===== src/rtl/ifetch_queue.sv =====
// Instruction-fetch front end: issues word fetches over a req/ack handshake
// and buffers returned instructions with their PCs in an in-order FIFO for decode.
module ifetch_queue #(
    parameter int                DEPTH    = 4,
    parameter int                AW       = 32,
    parameter logic [AW-1:0]     RESET_PC = '0
) (
    input  logic                     CLK,
    input  logic                     RST,
    output logic                     mem_req,
    output logic [AW-1:0]            mem_addr,
    input  logic                     mem_ack,
    input  logic [31:0]              mem_rdata,
    input  logic                     StallF,
    input  logic                     Redirect,
    input  logic [AW-1:0]            RedirectPC,
    output logic [31:0]              InstrF,
    output logic [AW-1:0]            PCF,
    output logic                     InstrValid,
    output logic [$clog2(DEPTH):0]   Count
);

    localparam int PW = $clog2(DEPTH);
    localparam int CW = PW + 1;

    typedef enum logic [1:0] {IDLE, REQ, DISCARD} state_t;

    state_t          state, state_nxt;
    logic [AW-1:0]   fpc, fpc_nxt;
    logic [AW-1:0]   addr_nxt;
    logic            req_nxt;

    logic [31:0]     instr_mem [DEPTH];
    logic [AW-1:0]   pc_mem    [DEPTH];
    logic [PW-1:0]   rd_ptr, wr_ptr;
    logic [CW-1:0]   count;

    logic            push;
    logic            pop;
    logic [AW-1:0]   target;
    logic [CW-1:0]   occ_after;

    assign target     = RedirectPC & ~AW'(3);
    assign InstrValid = (count != '0);
    assign pop        = InstrValid & ~StallF & ~Redirect;
    // Occupancy after this cycle's pop plus the push being accepted now.
    assign occ_after  = count + CW'(1) - CW'(pop);

    assign InstrF = InstrValid ? instr_mem[rd_ptr] : '0;
    assign PCF    = InstrValid ? pc_mem[rd_ptr]    : '0;
    assign Count  = count;

    always_comb begin
        state_nxt = state;
        fpc_nxt   = fpc;
        req_nxt   = mem_req;
        addr_nxt  = mem_addr;
        push      = 1'b0;
        case (state)
            IDLE: begin
                if (Redirect) begin
                    fpc_nxt = target;
                end else if (count < CW'(DEPTH)) begin
                    state_nxt = REQ;
                    req_nxt   = 1'b1;
                    addr_nxt  = fpc;
                end
            end
            REQ: begin
                if (Redirect) begin
                    fpc_nxt = target;
                    if (mem_ack) begin
                        state_nxt = IDLE;
                        req_nxt   = 1'b0;
                    end else begin
                        state_nxt = DISCARD;
                    end
                end else if (mem_ack) begin
                    push    = 1'b1;
                    fpc_nxt = mem_addr + AW'(4);
                    if (occ_after < CW'(DEPTH)) begin
                        addr_nxt = mem_addr + AW'(4);
                    end else begin
                        state_nxt = IDLE;
                        req_nxt   = 1'b0;
                    end
                end
            end
            DISCARD: begin
                // Request stays on the bus until acked; its data is dropped.
                if (Redirect) begin
                    fpc_nxt = target;
                end
                if (mem_ack) begin
                    state_nxt = IDLE;
                    req_nxt   = 1'b0;
                end
            end
            default: begin
                state_nxt = IDLE;
                req_nxt   = 1'b0;
            end
        endcase
    end

    always_ff @(posedge CLK) begin
        if (!RST) begin
            state    <= IDLE;
            fpc      <= RESET_PC;
            mem_req  <= 1'b0;
            mem_addr <= RESET_PC;
        end else begin
            state    <= state_nxt;
            fpc      <= fpc_nxt;
            mem_req  <= req_nxt;
            mem_addr <= addr_nxt;
        end
    end

    always_ff @(posedge CLK) begin
        if (!RST) begin
            rd_ptr <= '0;
            wr_ptr <= '0;
            count  <= '0;
        end else if (Redirect) begin
            rd_ptr <= '0;
            wr_ptr <= '0;
            count  <= '0;
        end else begin
            if (push) begin
                wr_ptr <= wr_ptr + PW'(1);
            end
            if (pop) begin
                rd_ptr <= rd_ptr + PW'(1);
            end
            count <= count + CW'(push) - CW'(pop);
        end
    end

    always_ff @(posedge CLK) begin
        if (RST && push) begin
            instr_mem[wr_ptr] <= mem_rdata;
            pc_mem[wr_ptr]    <= mem_addr;
        end
    end

endmodule

===== config.mk =====
export PLATFORM = sky130hd
export DESIGN_NAME = ifetch_queue
export DESIGN_NICKNAME = d
export VERILOG_FILES = /design/src/rtl/ifetch_queue.sv
export SDC_FILE = /design/constraint.sdc
export NUM_CORES = 1
export LEC_CHECK = 0
export ABC_AREA = 1
export BUFFER_PORTS_ARGS = -buffer_cell sky130_fd_sc_hd__buf_2
export CORE_ASPECT_RATIO = 1.4
export CORE_MARGIN = 2
export CORE_UTILIZATION = 55
export CTS_BUF_LIST = sky130_fd_sc_hd__clkbuf_16
export DETAILED_ROUTE_END_ITERATION = 8
export GPL_TIMING_DRIVEN = 0
export PLACE_DENSITY = 0.8
export SLEW_MARGIN = 20
export SYNTH_ARGS = -nofsm -noshare
export SYNTH_HDL_FRONTEND = slang
export SYNTH_SLANG_ARGS = --single-unit

===== constraint.sdc =====
create_clock -name CLK -period 6.5 [get_ports CLK]
set_input_delay 0.975 -clock CLK [delete_from_list [all_inputs] [get_ports CLK]]
set_output_delay 0.975 -clock CLK [all_outputs]
set_load 0.01 [all_outputs]

==> qor.yml <==
sta:
  rsz0062_at_grt: "no"
  min_period_ns: 3.90
  worst_pin_slew_ns: 0.804
  setup_viol: 0
  fmax_mhz: 257
  hold_viol: 0
  relSlewSlack_pct: 46.2
  fin_ws_ns: 2.60
  drv_slew: 0
  final_min_period_over_clock_period_pct: 59.9
  final.setup_skew_ns: 0.0106
cts:
  cts_tree: "done"
  cts_resized: 0
  cts_root_buffer: "clkbuf_16"
  cts.sinks: 332
  cts.reportedPaths.clkPinSlew_ns: 0.07
  cts_buffers: 30
  cts.hold.buffers_added: 0
  clock_latency_ns: 0.56
  htreeDepth: 1
  cts_setup_buffers: 0
  clockBufferDepth: 3
worst_hold_path:
  hp-start: "fpc[0]"
  hold_class: "flip-flop to flip-flop"
  hold_depth: 2
  holdPathEnd: "fpc[0]"
synth:
  ys_seq_area_share_pct: 65.4
  synth_area_per_cell_um2: 9.82
  synth_nets: 1512
  synth_edf_count: 256
  synth.distinct_cells: 34
  netlist.area_leader.share_pct: 54.6
  async_flop_share_pct: 0
  yosysMostFrequentCell: "nor2_1"
  yosys_register_bits: 332
  synthCells: 1435
  netlist_top_cells_count: "nor2_1, edfxtp_1, nand2_1"
  netlist_area_um2: 14100
  synth-main-ff-cell: "edfxtp_1"
  ys_warn_count: 0
  synth_top_cell_by_area: "edfxtp_1"
  synthTopCellsByArea: "edfxtp_1, dfxtp_1, nor2_1"
worst_setup_path:
  critPathLaunchType: "flip-flop"
  max_stage_delay_ns: 0.55
  worstPathArrival_ns: 2.92
  path_max_fanout: 10
  rr_worst_depth: 9
  worstPathRequired_ns: 5.52
  r2r_end: "instr_mem[0][22]"
  critPathCaptureType: "output port"
  critPathKind: "flip-flop to output port"
  r2r-start: "state[0]"
  crit_top_cell: "clkbuf_1"
  critPathTopFamily: "buffers and inverters"
  cp_slowest_cell: "clkbuf_1"
  rrSetupSlack_ns: 3.59
  crit_chain: "nor3_1, clkbuf_1, clkbuf_1, a21oi_1, buf_2"
  critical_path_buf_inv_count: 3
floorplan:
  fp.dieH_um: 193
  rows: 69
  die_x_um: 139
  initial_utilization_pct: 55.7
  die_area_um2: 26900
  core_um2: 25300
  io_pins: 170
pwr:
  p_total_mw: 4.64
  p_leak_nw: 6.29
  vdd_drop_max_uv: 201
  power.density_nw_per_um2: 279
grt:
  grt_pass1_wl_mm: 58.3
  grt_pass1_vias: 11100
  track_usage_pct: 27.5
  grt_max_degree: 26
  antenna_found_initial: 1
  grt_overflow: 0
final_layout:
  drive_above_1_share_pct: 14.8
  final_cells: 1987
  nNetsFinal: 1720
  final_area_um2: 16600
  areaGrowthSynthToFinish_pct: 18.0
drt:
  drtIter0Drc: 1048
  routed_wl_mm: 37.6
  drc: 0
  wl_per_cell_um: 18.9
  vias_per_cell: 5.65
  dr.pass1.iters: 5
  route.vias.total: 11200
  postRouteAntennaNets: 0
placed_design:
  post-dp-hpwl_mm: 25.8
  place_congestion: 0.947
  dpl.cell_count: 1930
  portBuffers: 167
  dpl-instance-area_um2: 15600
  place_ws_ns: 2.90
run:
  drv_cap: 0
run_status:
  status: "complete, no violations"
final cells by class:
type	count	area [µm²]
Clock inverter	25	294
Multi-Input combinational cell	966	4370
Sequential cell	332	9210
Fill cell	1966	8670
Clock buffer	31	776
Buffer	78	312
Tap cell	319	399
Inverter	59	224
Timing Repair Buffer	176	1040
Antenna cell	1	2.50
metal layers:
metal / part of all wire, % / vias to the layer above / track usage, %
met4: 4.6 / 0 / 13.1
li1: - / 5321 / -
met1: 37 / 5269 / 32.6
met5: 0 / - / 0
met2: 51 / 533 / 49.5
met3: 7.1 / 104 / 3.24
per-stage QoR:
step	setup TNS, ns	hold WS, ns	utilization (%)
6_report	0	0.463	65.7
5_1_grt	0	0.498	65.7
4_1_cts	0	0.462	65.7
3_5_place_dp	0	0.452	61.5
3_3_place_gp	-58.76	0.451	60.6
2_1_floorplan	0	0.436	-
worst reg2reg max path, cell delays in order, from the launching register on:
cell,delay (ns)
dfxtp_1,0.37
inv_2,0.07
nor2_4,0.26
inv_2,0.12
nor2_4,0.12
nand3_1,0.34
nor2_4,0.70
buf_16,0.26
buf_16,0.18
buf_8,0.18
logic make-up (layout without fill, tap and decap cells):
logic type / count (synthesis) / after routing / synth area share, %
xor+xnor: 13 / 13 / 0.808
other cells: 0 / 1 / 0
compound gates: 352 / 352 / 12.6
flops: 332 / 332 / 65.4
simple gates: 592 / 592 / 16.5
buf+inv: 137 / 369 / 3.80
fa+ha+maj: 8 / 8 / 0.764
mux: 1 / 1 / 0.0711
worst max-delay path by stage:
stage | from | end | slack (ns) | cells after the start
after floorplan | Redirect | instr_mem[0][0] | 1.88 | 5
after global placement | Redirect | pc_mem[3][26] | -0.28 | 6
after detailed placement | Redirect | instr_mem[0][23] | 2.90 | 9
after CTS | Count[0] | PCF[17] | 2.61 | 5
after global routing | Count[0] | PCF[17] | 2.49 | 5
final | Count[0] | PCF[12] | 2.60 | 5
placed cells by master (no fill, tap or decap), types with 14 or more instances in the layout:
cell	synthesis	final
nor2_1	361	357
inv_1	53	57
nand2_1	175	175
nand3_1	40	40
o21ai_0	174	174
a21oi_1	152	152
edfxtp_1	256	256
clkbuf_16	0	31
buf_2	6	173
o21ai_1	20	20
clkbuf_1	56	56
buf_1	14	14
dfxtp_1	76	76
sequential cells by signal, indices dropped and copies added, names as in the netlist, named ones only:
name       cells
Count          3
fpc           32
instr_mem    128
mem_addr      32
mem_req        1
pc_mem       128
rd_ptr         2
state          2
wr_ptr         2
power by group:
group	internal [mW]	leakage (nW)	switching [mW]
combinational	0.110	2.79	0.201
clock	1.14	0.537	0.764
sequential	2.35	2.96	0.0802
total	3.59	6.29	1.05
No activity file was read; power rests on OpenSTA's default activity.
